<file path="config.mk">
export PLATFORM = sky130hd
export DESIGN_NAME = fpa_issue_ctrl
export DESIGN_NICKNAME = d
export VERILOG_FILES = /design/src/rtl/fpa_issue_ctrl.sv
export SDC_FILE = /design/constraint.sdc
export NUM_CORES = 1
export LEC_CHECK = 0
export CELL_PAD_IN_SITES_DETAIL_PLACEMENT = 0
export CELL_PAD_IN_SITES_GLOBAL_PLACEMENT = 2
export CORE_MARGIN = 3
export CORE_UTILIZATION = 37
export DETAILED_ROUTE_END_ITERATION = 12
export GPL_TIMING_DRIVEN = 1
export PLACE_DENSITY_LB_ADDON = 0.1
export SLEW_MARGIN = 10
export SYNTH_ARGS = -nofsm -noshare
export SYNTH_HDL_FRONTEND = slang
export SYNTH_SLANG_ARGS = --single-unit
</file>
<file path="constraint.sdc">
create_clock -name Clk -period 4.9 [get_ports Clk]
set_input_delay 0.49 -clock Clk [delete_from_list [all_inputs] [get_ports Clk]]
set_output_delay 0.49 -clock Clk [all_outputs]
set_load 0.02 [all_outputs]
</file>
<file path="src/rtl/fpa_issue_ctrl.sv">
// Issue controller for the 3-stage FP add/sub pipeline: credit-gated request issue,
// in-order tag tracking, response buffering, flush drain and error watchdogs.
module fpa_issue_ctrl #(
  parameter int unsigned TAG_W      = 4,
  parameter int unsigned RESP_DEPTH = 4,
  parameter int unsigned TIMEOUT    = 8
) (
  input  logic             Clk,
  input  logic             Clear,

  input  logic             req_valid,
  output logic             req_ready,
  input  logic [31:0]      req_opa,
  input  logic [31:0]      req_opb,
  input  logic             req_sub,
  input  logic [1:0]       req_rm,
  input  logic [TAG_W-1:0] req_tag,

  output logic             Value_In,
  output logic [31:0]      OpA,
  output logic [31:0]      OpB,
  output logic             Sub_Signal,
  output logic [1:0]       Rm,
  input  logic [31:0]      Result,
  input  logic             Value_Out,

  output logic             rsp_valid,
  input  logic             rsp_ready,
  output logic [31:0]      rsp_result,
  output logic [TAG_W-1:0] rsp_tag,
  output logic             rsp_nan,

  input  logic             flush_req,
  output logic             flush_done,
  output logic             err_orphan,
  output logic             err_timeout
);

  localparam int unsigned PtrW = $clog2(RESP_DEPTH);
  localparam int unsigned CntW = $clog2(RESP_DEPTH + 1);
  localparam int unsigned WdW  = $clog2(TIMEOUT + 1);

  localparam logic [CntW:0]  DepthLim   = (CntW + 1)'(RESP_DEPTH);
  localparam logic [WdW-1:0] TimeoutLim = WdW'(TIMEOUT);

  typedef enum logic [1:0] {StRun, StDrain, StDone} state_e;

  state_e              state_q, state_d;
  logic [CntW-1:0]     inflight_q, inflight_d;
  logic [CntW-1:0]     resp_cnt_q, resp_cnt_d;
  logic [WdW-1:0]      wd_q, wd_d;
  logic [1:0]          grace_q, grace_d;

  logic                value_in_q;
  logic [31:0]         opa_q, opb_q;
  logic                sub_q;
  logic [1:0]          rm_q;
  logic                err_orphan_q, err_timeout_q;

  logic [TAG_W-1:0]    tq_mem [RESP_DEPTH];
  logic [PtrW-1:0]     tq_wr_q, tq_rd_q;
  logic [31:0]         rf_res_mem [RESP_DEPTH];
  logic [TAG_W-1:0]    rf_tag_mem [RESP_DEPTH];
  logic [PtrW-1:0]     rf_wr_q, rf_rd_q;

  logic                accept, ret, orphan, pop, credit_ok;

  // Credit covers both queues so a launched op always has a response slot.
  assign credit_ok = ({1'b0, inflight_q} + {1'b0, resp_cnt_q}) < DepthLim;
  assign req_ready = Clear && (state_q == StRun) && credit_ok;

  assign accept = req_valid && req_ready;
  assign ret    = Value_Out && (inflight_q != '0);
  // Stale returns from ops launched before reset are dropped silently while grace runs.
  assign orphan = Value_Out && (inflight_q == '0) && (grace_q == '0);
  assign pop    = rsp_valid && rsp_ready;

  assign rsp_valid  = (resp_cnt_q != '0);
  assign rsp_result = rsp_valid ? rf_res_mem[rf_rd_q] : '0;
  assign rsp_tag    = rsp_valid ? rf_tag_mem[rf_rd_q] : '0;
  assign rsp_nan    = (rsp_result[30:23] == 8'hFF) && (rsp_result[22:0] != '0);

  assign Value_In    = value_in_q;
  assign OpA         = opa_q;
  assign OpB         = opb_q;
  assign Sub_Signal  = sub_q;
  assign Rm          = rm_q;
  assign err_orphan  = err_orphan_q;
  assign err_timeout = err_timeout_q;

  always_comb begin
    state_d    = state_q;
    flush_done = 1'b0;
    unique case (state_q)
      StRun:   if (flush_req) state_d = StDrain;
      StDrain: if ((inflight_q == '0) && (resp_cnt_q == '0)) state_d = StDone;
      StDone: begin
        flush_done = 1'b1;
        state_d    = StRun;
      end
      default: state_d = StRun;
    endcase
  end

  always_comb begin
    inflight_d = inflight_q + CntW'(accept) - CntW'(ret);
    resp_cnt_d = resp_cnt_q + CntW'(ret) - CntW'(pop);

    wd_d = wd_q;
    if (Value_Out || (inflight_q == '0)) begin
      wd_d = '0;
    end else if (wd_q != TimeoutLim) begin
      wd_d = wd_q + WdW'(1);
    end

    grace_d = (grace_q != '0) ? grace_q - 2'd1 : grace_q;
  end

  always_ff @(posedge Clk) begin
    if (!Clear) begin
      state_q       <= StRun;
      inflight_q    <= '0;
      resp_cnt_q    <= '0;
      wd_q          <= '0;
      grace_q       <= 2'd3;
      value_in_q    <= 1'b0;
      opa_q         <= '0;
      opb_q         <= '0;
      sub_q         <= 1'b0;
      rm_q          <= '0;
      err_orphan_q  <= 1'b0;
      err_timeout_q <= 1'b0;
      tq_wr_q       <= '0;
      tq_rd_q       <= '0;
      rf_wr_q       <= '0;
      rf_rd_q       <= '0;
    end else begin
      state_q    <= state_d;
      inflight_q <= inflight_d;
      resp_cnt_q <= resp_cnt_d;
      wd_q       <= wd_d;
      grace_q    <= grace_d;
      value_in_q <= accept;
      if (accept) begin
        opa_q   <= req_opa;
        opb_q   <= req_opb;
        sub_q   <= req_sub;
        rm_q    <= req_rm;
        tq_wr_q <= tq_wr_q + PtrW'(1);
      end
      if (ret) begin
        tq_rd_q <= tq_rd_q + PtrW'(1);
        rf_wr_q <= rf_wr_q + PtrW'(1);
      end
      if (pop) begin
        rf_rd_q <= rf_rd_q + PtrW'(1);
      end
      if (orphan) begin
        err_orphan_q <= 1'b1;
      end
      if (wd_d == TimeoutLim) begin
        err_timeout_q <= 1'b1;
      end
    end
  end

  // Storage arrays carry no reset; validity is tracked by the pointers and counts.
  always_ff @(posedge Clk) begin
    if (accept) begin
      tq_mem[tq_wr_q] <= req_tag;
    end
    if (Clear && ret) begin
      rf_res_mem[rf_wr_q] <= Result;
      rf_tag_mem[rf_wr_q] <= tq_mem[tq_rd_q];
    end
  end

endmodule

</file>
Word level (Yosys, flattened, before mapping). Memory sizes are Yosys's and may differ from the RTL's. A register that Yosys moved wholly into a read port is not among the register bits. Cells that the tools add are included.

Add/subtract/negate cells: 11. Order comparisons: 1. Reduce and logical (&&, ||, !) cells: 20. Equal/unequal tests: 7. Mux-type cells: 18.

Operators by type and width (count): 32-bit 2-to-1 mux (1); 23-bit nonzero test (1); 2-bit 2-to-1 mux (8); 4-bit 2-to-1 mux (3); 1-bit logical AND (10); 2-bit by 1-bit adder with 2-bit output, second input constant (4); 8-bit == test, second input constant (1); 3-bit by 1-bit adder with 3-bit output (2); 3-bit logical NOT (2); 3-bit nonzero test (2); 3-bit by 1-bit subtractor with 3-bit output (2); 1-bit 2-to-1 mux (5); 3-bit by 3-bit adder with 4-bit output (1); 4-bit by 1-bit adder with 4-bit output, second input constant (1); 4-bit == test, second input constant (1); 2-bit logical NOT (2); 4-bit by 3-bit less-than comparator with 1-bit output, second input constant (1); 2-bit != test, second input constant (2); 4-bit != test, second input constant (1); 2-bit one-hot mux with 2 select lines (1); 2-bit by 1-bit == test with 1-bit output, second input constant (1); 2-bit == test, second input constant (1); 2-bit AND reduction (1); 2-bit nonzero test (1); 2 further kinds (2).

Register bits after elaboration: 92. Output and inout port bits: 110. Memories: 3. Input port bits: 109. RAM bits: 160.

Memories: rf_res_mem (depth 4, width 32, rd ports 1, clocked after memory_dff 1, write ports 1, RTL line 62) `logic [31:0] rf_res_mem [RESP_DEPTH];`; rf_tag_mem (depth 4, width 4, rd ports 1, clocked after memory_dff 1, write ports 1, RTL line 63) `logic [TAG_W-1:0] rf_tag_mem [RESP_DEPTH];`; tq_mem (depth 4, width 4, rd ports 1, clocked after memory_dff 1, write ports 1, RTL line 60) `logic [TAG_W-1:0] tq_mem [RESP_DEPTH];`.

Depth between registers and ports, before layout. Gate-level depths: netlist of run 1.

Depth after elaboration: 6. Gate-level depth with buffers: 15.

Worst setup path after synthesis of run 1. OpenSTA, ideal clock, no wires.

Path kind: reg2reg. Start point: reg inflight_q[2]. End point: reg inflight_q[2]. Path buffers: 2. Setup slack: 1.498 ns. Data arrival time: 3.288 ns. Clock period less this slack: 3.402 ns. Cell stages (with the launch flop): 16. Library setup time: 0.115 ns. Cells stage by stage: dfxtp_1 -> ha_1 -> or4_4 -> a311oi_4 -> and2_1 -> buf_6 -> inv_2 -> buf_2 -> ha_1 -> inv_1 -> ha_1 -> inv_1 -> fa_1 -> xnor2_1 -> xnor2_1 -> and2_1.

Longest elaborated chain between the ends: 6. Elaborated cells between the ends (all ways): 8. Those cells by class: 3 x add/sub; 1 x order compare; 4 x reduce/logical.

RTL lines: start, declared (RTL line 49) `logic [CntW-1:0] inflight_q, inflight_d;`; start signal, assigned (RTL line 139) `inflight_q <= inflight_d;`; 3-bit by 3-bit adder with 4-bit output (RTL line 69) `assign credit_ok = ({1'b0, inflight_q} + {1'b0, resp_cnt_q}) < DepthLim;`; 4-bit by 3-bit less-than comparator with 1-bit output (RTL line 69); 1-bit logical AND (RTL line 70) `assign req_ready = Clear && (state_q == StRun) && credit_ok;`; net req_ready (RTL line 12) `output logic req_ready,`; 1-bit logical AND (RTL line 72) `assign accept = req_valid && req_ready;`; 3-bit by 1-bit adder with 3-bit output (RTL line 106) `inflight_d = inflight_q + CntW'(accept) - CntW'(ret);`; 3-bit by 1-bit subtractor with 3-bit output (RTL line 106).

The timed path passes the listed nets, and every way through them passes these cells. A chain may end at the register's enable or synchronous reset.

==> results_dict.tcl, run 1 <==
set metrics [dict create \
    yosys-top-cells-count "edfxtp_1 (160), nand2_1 (143), dfxtp_1 (96)" \
    antenna_left 0 \
    max_freq_ghz 0.246 \
    synth_nets 821 \
    dpl-instance-area_um2 12400 \
    yosys-top-cells-area "edfxtp_1 (48%), dfxtp_1 (19%), mux4_2 (9.0%)" \
    synth_edf_count 160 \
    cts.sinks 256 \
    synth_area_um2 9960 \
    final_layout_size_suffix_gt1_share_pct 10.6 \
    routedWlPerCell_um 17.4 \
    slew_headroom_pct 29.5 \
    clkLatencyLatePin_ns 0.53 \
    synthCells 693 \
    drc 0 \
    worstPathRequired_ns 4.41 \
    ys_warn_count 0 \
    status "finished clean" \
    power.total_w 0.00656 \
    critPathArrivalTime_ns 3.57 \
    leakage_nw 4.43 \
    drt_iter0_markers 293 \
    grt_max_degree 96 \
    num_vias 6034 \
    antenna_found_initial 0 \
    cts_root_buffer "clkbuf_16" \
    die_w_um 170 \
    max_cap_viol_count 0 \
    synth_top_area_share_pct 48.2 \
    initial_core_util_pct 37.9 \
    yosys_most_used_dff "edfxtp_1" \
    cts_max_level 1 \
    clkTransAtPathRegs_ns 0.06 \
    setup_violations 0 \
    area_growth_pct 33.0 \
    nFillCells 2274 \
    cts_tree "built" \
    cts_setup_buffers 0 \
    io_buffer_count 218 \
    core_um2 26300 \
    num_io_pins 219 \
    peakVddDrop_mv 0.244 \
    totalWireLength_um 21900 \
    gp_congestion 0.715 \
    critPathMaxFanout 21 \
    drv_slew 0 \
    cts_buffers 27 \
    dp_hpwl_um 14200 \
    hold_class "input pin to register" \
    cts_buffer_depth 3 \
    post_cts_resized 0 \
    syn_avg_cell_area_um2 14.4 \
    rsz0062_at_grt "false" \
    ys_seq_area_share_pct 67.5 \
    gr-total-overflow 0 \
    hold_viol_final 0 \
    cts_hold_buf 0 \
    finish.utilization_pct 50.4 \
    p_per_area_nw_per_um2 495 \
    synth_seq_cells 256 \
    tns_ns 0 \
    grt_pass1_wl_um 34500 \
    synthArstFlopShare_pct 0 \
    yosysMostFrequentCell "edfxtp_1" \
    antenna_cells 0 \
    drt_first_pass_iters 4 \
    rows 59 \
    synth.distinct_cells 36 \
    die_y_um 170 \
    worstMarginPinSlew_ns 1.06 \
    synth.largest_area_cell "edfxtp_1" \
    dieArea_um2 28900 \
    grt_use_total_pct 14.9 \
    via_per_inst 4.79 \
    final_nets 1034 \
    fin_area_um2 13200 \
    period_minus_slack_ns 4.06 \
    path_class "register to output pin" \
    skew_ns 0.00657 \
    first_global_vias 6470 \
    fin_crit_sh_pct 83.0 \
    endpoint_kind "output pin" \
    start_kind "register" \
]
-- worst max-delay path: stages (launching register included) --
cell             delay [ns]
dfxtp_2                0.82
buf_4                  0.44
mux4_2                 0.56
nor4_1                 0.33
nand2_1                0.10
nor2_1                 0.16
nor4_1                 0.09
clkdlybuf4s50_1        0.54
-- worst paths after layout --
kind / startpoint / endpoint / slack (ns) / cells after the start
max: register / rsp_nan / 0.84 / 7
min: Clear / state_q[1] / 0.35 / 3
max reg2reg: inflight_q[2] / inflight_q[2] / 1.75 / 13
min reg2reg: OpB[1] / OpB[1] / 0.45 / 2
-- flip-flops by register name (all words and copies together) (netlist names), 3 cells and up, named ones only --
signal      count
OpA            32
tq_mem         16
OpB            32
wd_q            4
resp_cnt_q      3
inflight_q      3
rf_tag_mem     16
rf_res_mem    128
-- kinds of logic after synthesis --
group / Yosys count / share of synthesized area (%)
fa+ha+maj: 19 / 2.54
mux: 43 / 9.36
buf+inv: 55 / 2.76
compound gates: 73 / 5.67
simple gates: 234 / 11.0
xor+xnor: 13 / 1.14
flops: 256 / 67.5
-- cells in the final DEF (no fill, tap or decap), types with 2 or more instances in the layout --
| cell | netlist | final |
|---|---|---|
| clkinv_4 | 0 | 2 |
| a21boi_1 | 10 | 10 |
| dfxtp_2 | 0 | 2 |
| nor4_1 | 6 | 6 |
| mux2i_1 | 2 | 2 |
| and2_1 | 50 | 49 |
| buf_4 | 7 | 4 |
| inv_1 | 16 | 16 |
| nand2_1 | 143 | 143 |
| mux4_2 | 40 | 40 |
| nor2_1 | 3 | 3 |
| edfxtp_1 | 160 | 160 |
| and3_2 | 0 | 4 |
| clkbuf_1 | 16 | 5 |
| clkinv_2 | 0 | 4 |
| bufinv_16 | 0 | 2 |
| and3_1 | 10 | 6 |
| nor2b_1 | 7 | 7 |
| xor2_1 | 3 | 3 |
| ha_1 | 17 | 17 |
| fa_1 | 2 | 2 |
| xnor2_1 | 10 | 10 |
| nor3_1 | 6 | 6 |
| a21boi_0 | 58 | 58 |
| nand3_1 | 4 | 4 |
| dfxtp_1 | 96 | 94 |
| clkinvlp_4 | 0 | 2 |
| clkdlybuf4s50_1 | 0 | 217 |
| clkbuf_8 | 0 | 3 |
| clkbuf_16 | 0 | 27 |
-- per-stage QoR --
step | hold WS (ns) | worst slack (ns) | cells
2_1_floorplan | 0.453 | 1.50 | 693
3_3_place_gp | 0.440 | 1.31 | 1212
3_5_place_dp | 0.449 | 1.29 | 1212
4_1_cts | 0.334 | 0.702 | 1260
5_1_grt | 0.364 | 0.541 | 1260
6_report | 0.352 | 0.835 | 1260
-- per-layer routing --
metal,vias to the layer above,global-route usage [%],part of all wire [%],wire length (µm)
met3,30,5.71,8.7,1920
met5,-,0,0,0
met4,0,3.63,1.6,356
met1,2941,18.4,42,9190
met2,169,24.9,48,10500
li1,2894,-,-,-
-- area by class of cell --
cell class	count	area, µm²	share of cell area, %
clock inverters	13	130	0.982
inverters	17	63.8	0.482
repair buffers	222	2210	16.7
well taps	335	419	3.16
clock buffers	35	736	5.55
flip-flops and latches	256	6730	50.8
multi-input cells	382	2960	22.4
-- report_power, final --
part	switching [W]	internal [W]
Clock	0.000806	0.00116
Sequential	0.000159	0.00251
Combinational	0.000967	0.000952
(Power assumes the default switching activity.)
==> run 2: changes to the inputs <==
- CORE_UTILIZATION: 37 -> 34
- clock period: 4.9 -> 3.99 ns (I/O delays scaled with it)
==> run 2 against run 1 <==
Compared with the run above: global-route usage is 0.98 points lower; hold slack lost 0.094 ns; critical endpoint unchanged; largest cell class unchanged; critical path type unchanged; power grew 27%; via count rose by 0.66%.
==> results_dict.tcl, run 2 (synthesis results as in run 1) <==
set metrics [dict create \
    status "finished clean" \
    cts_tree "built" \
    hold_class "input pin to register" \
    clkLatencyLatePin_ns 0.53 \
    final_common_cell "clkdlybuf4s50_1" \
    drt_first_pass_iters 4 \
    critPathArrivalTime_ns 3.10 \
    p_per_area_nw_per_um2 618 \
    layout.cells.non_filler 1319 \
    period_minus_slack_ns 3.50 \
    peakVddDrop_mv 0.271 \
    grt_use_total_pct 14.0 \
    path_class "register to output pin" \
    setup_slack_ns 0.491 \
    drt_iter0_markers 342 \
    cts_buffer_depth 3 \
    io_buffer_count 218 \
    drv_slew 0 \
    max_cap_viol_count 0 \
    die_w_um 177 \
    tns_ns 0 \
    r2r-end "inflight_q[2]" \
    reg2reg_depth 13 \
    holdWs_ns 0.258 \
    routedWlPerCell_um 16.8 \
    cts_setup_buffers 0 \
    cts_max_level 1 \
    endpoint_kind "output pin" \
    pre_cts_slack_ns 0.703 \
    rows 62 \
    antenna_left 0 \
    grt_pass1_wl_um 34900 \
    totalWireLength_um 22200 \
    worstPathRequired_ns 3.59 \
    first_global_vias 6561 \
    max_freq_ghz 0.286 \
    dp_hpwl_um 14700 \
    dieArea_um2 31400 \
    setup_violations 0 \
    dp.cells 1267 \
    cts_root_buffer "clkbuf_16" \
    core_um2 28800 \
    worstMarginPinSlew_ns 0.983 \
    critPathMaxFanout 17 \
    drc 0 \
    fin_crit_sh_pct 87.7 \
    rrSetupSlack_ns 0.85 \
    hold_viol_final 0 \
    leakage_nw 4.50 \
    final_cell_mix "clkdlybuf4s50_1 (217), edfxtp_1 (160), nand2_1 (143)" \
    power.total_w 0.00830 \
    cts_hold_buf 0 \
    antenna_found_initial 1 \
    clkTransAtPathRegs_ns 0.06 \
    area_growth_pct 35.0 \
    skew_ns 0.0123 \
    rsz0062_at_grt "false" \
    whs_endpoint "state_q[0]" \
    start_kind "register" \
    hp-start "Clear" \
    final_nets 1041 \
    slew_headroom_pct 34.5 \
    initial_core_util_pct 34.6 \
    num_io_pins 219 \
    grt_max_degree 96 \
    num_vias 6074 \
    final_layout_size_suffix_gt1_share_pct 10.7 \
    gp_congestion 0.737 \
    gr-total-overflow 0 \
    via_per_inst 4.61 \
    whs_path_depth 3 \
    cts.sinks 256 \
    post_cts_resized 0 \
    cts_buffers 28 \
    largest_register_ffs 128 \
    die_y_um 177 \
    max_flop_register "rf_res_mem" \
    r2r_start "inflight_q[2]" \
]
-- run 2: cell types whose count changed in the layout (fill, tap and decap cells not counted), moves of 2 or more --
cell       previous run  this run
bufinv_16             2         5
clkinv_4              2         0
clkinv_2              4         2
buf_4                 4        10
clkbuf_8              3         0
clkinv_1              1         8
clkbuf_16            27        29
-- run 2: how the worst max path moves through the flow --
stage	startpoint	to	cells after the start
2_1_floorplan	inflight_q[2]	inflight_q[2]	15
3_3_place_gp	register	rsp_nan	6
3_5_place_dp	register	rsp_nan	7
4_1_cts	register	rsp_nan	7
5_1_grt	register	rsp_nan	7
6_report	register	rsp_nan	7
-- run 2: layer usage --
layer / track usage, % / wire (µm) / up-vias / part of all wire [%]
li1: - / - / 2911 / -
met1: 16.4 / 9040 / 2957 / 41
met5: 0 / 0 / - / 0
met4: 3.67 / 444 / 0 / 2.0
met2: 24.1 / 10700 / 173 / 48
met3: 5.17 / 2000 / 33 / 9.0
-- run 2: critical path, stage by stage, from the launching register on --
cell,delay (ns)
dfxtp_4,0.56
buf_4,0.27
buf_4,0.30
mux4_2,0.26
and2_1,0.14
nand3_1,0.07
nor4_1,0.30
clkdlybuf4s50_1,0.67
-- run 2: cell type report --
type	instances	area (µm²)
diodes	1	2.50
well taps	384	480
multi-input cells	382	2960
fillers	2536	15300
repair buffers	228	2250
inverters	17	63.8
clock inverters	17	205
clock buffers	34	744
flip-flops and latches	256	6730
-- run 2: stage by stage --
stage | area (µm²) | utilization (%)
floorplan | 9960 | -
global placement | 12500 | 43.4
detailed placement | 12500 | 43.4
CTS | 13400 | 46.7
global route | 13400 | 46.7
finish | 13400 | 46.7
-- run 2: report_power, final --
group          internal [W]  switching [W]  leakage [nW]
logic               0.00120        0.00121          1.82
registers           0.00309       0.000176          2.23
clock network       0.00164       0.000989         0.455
total               0.00592        0.00238          4.50
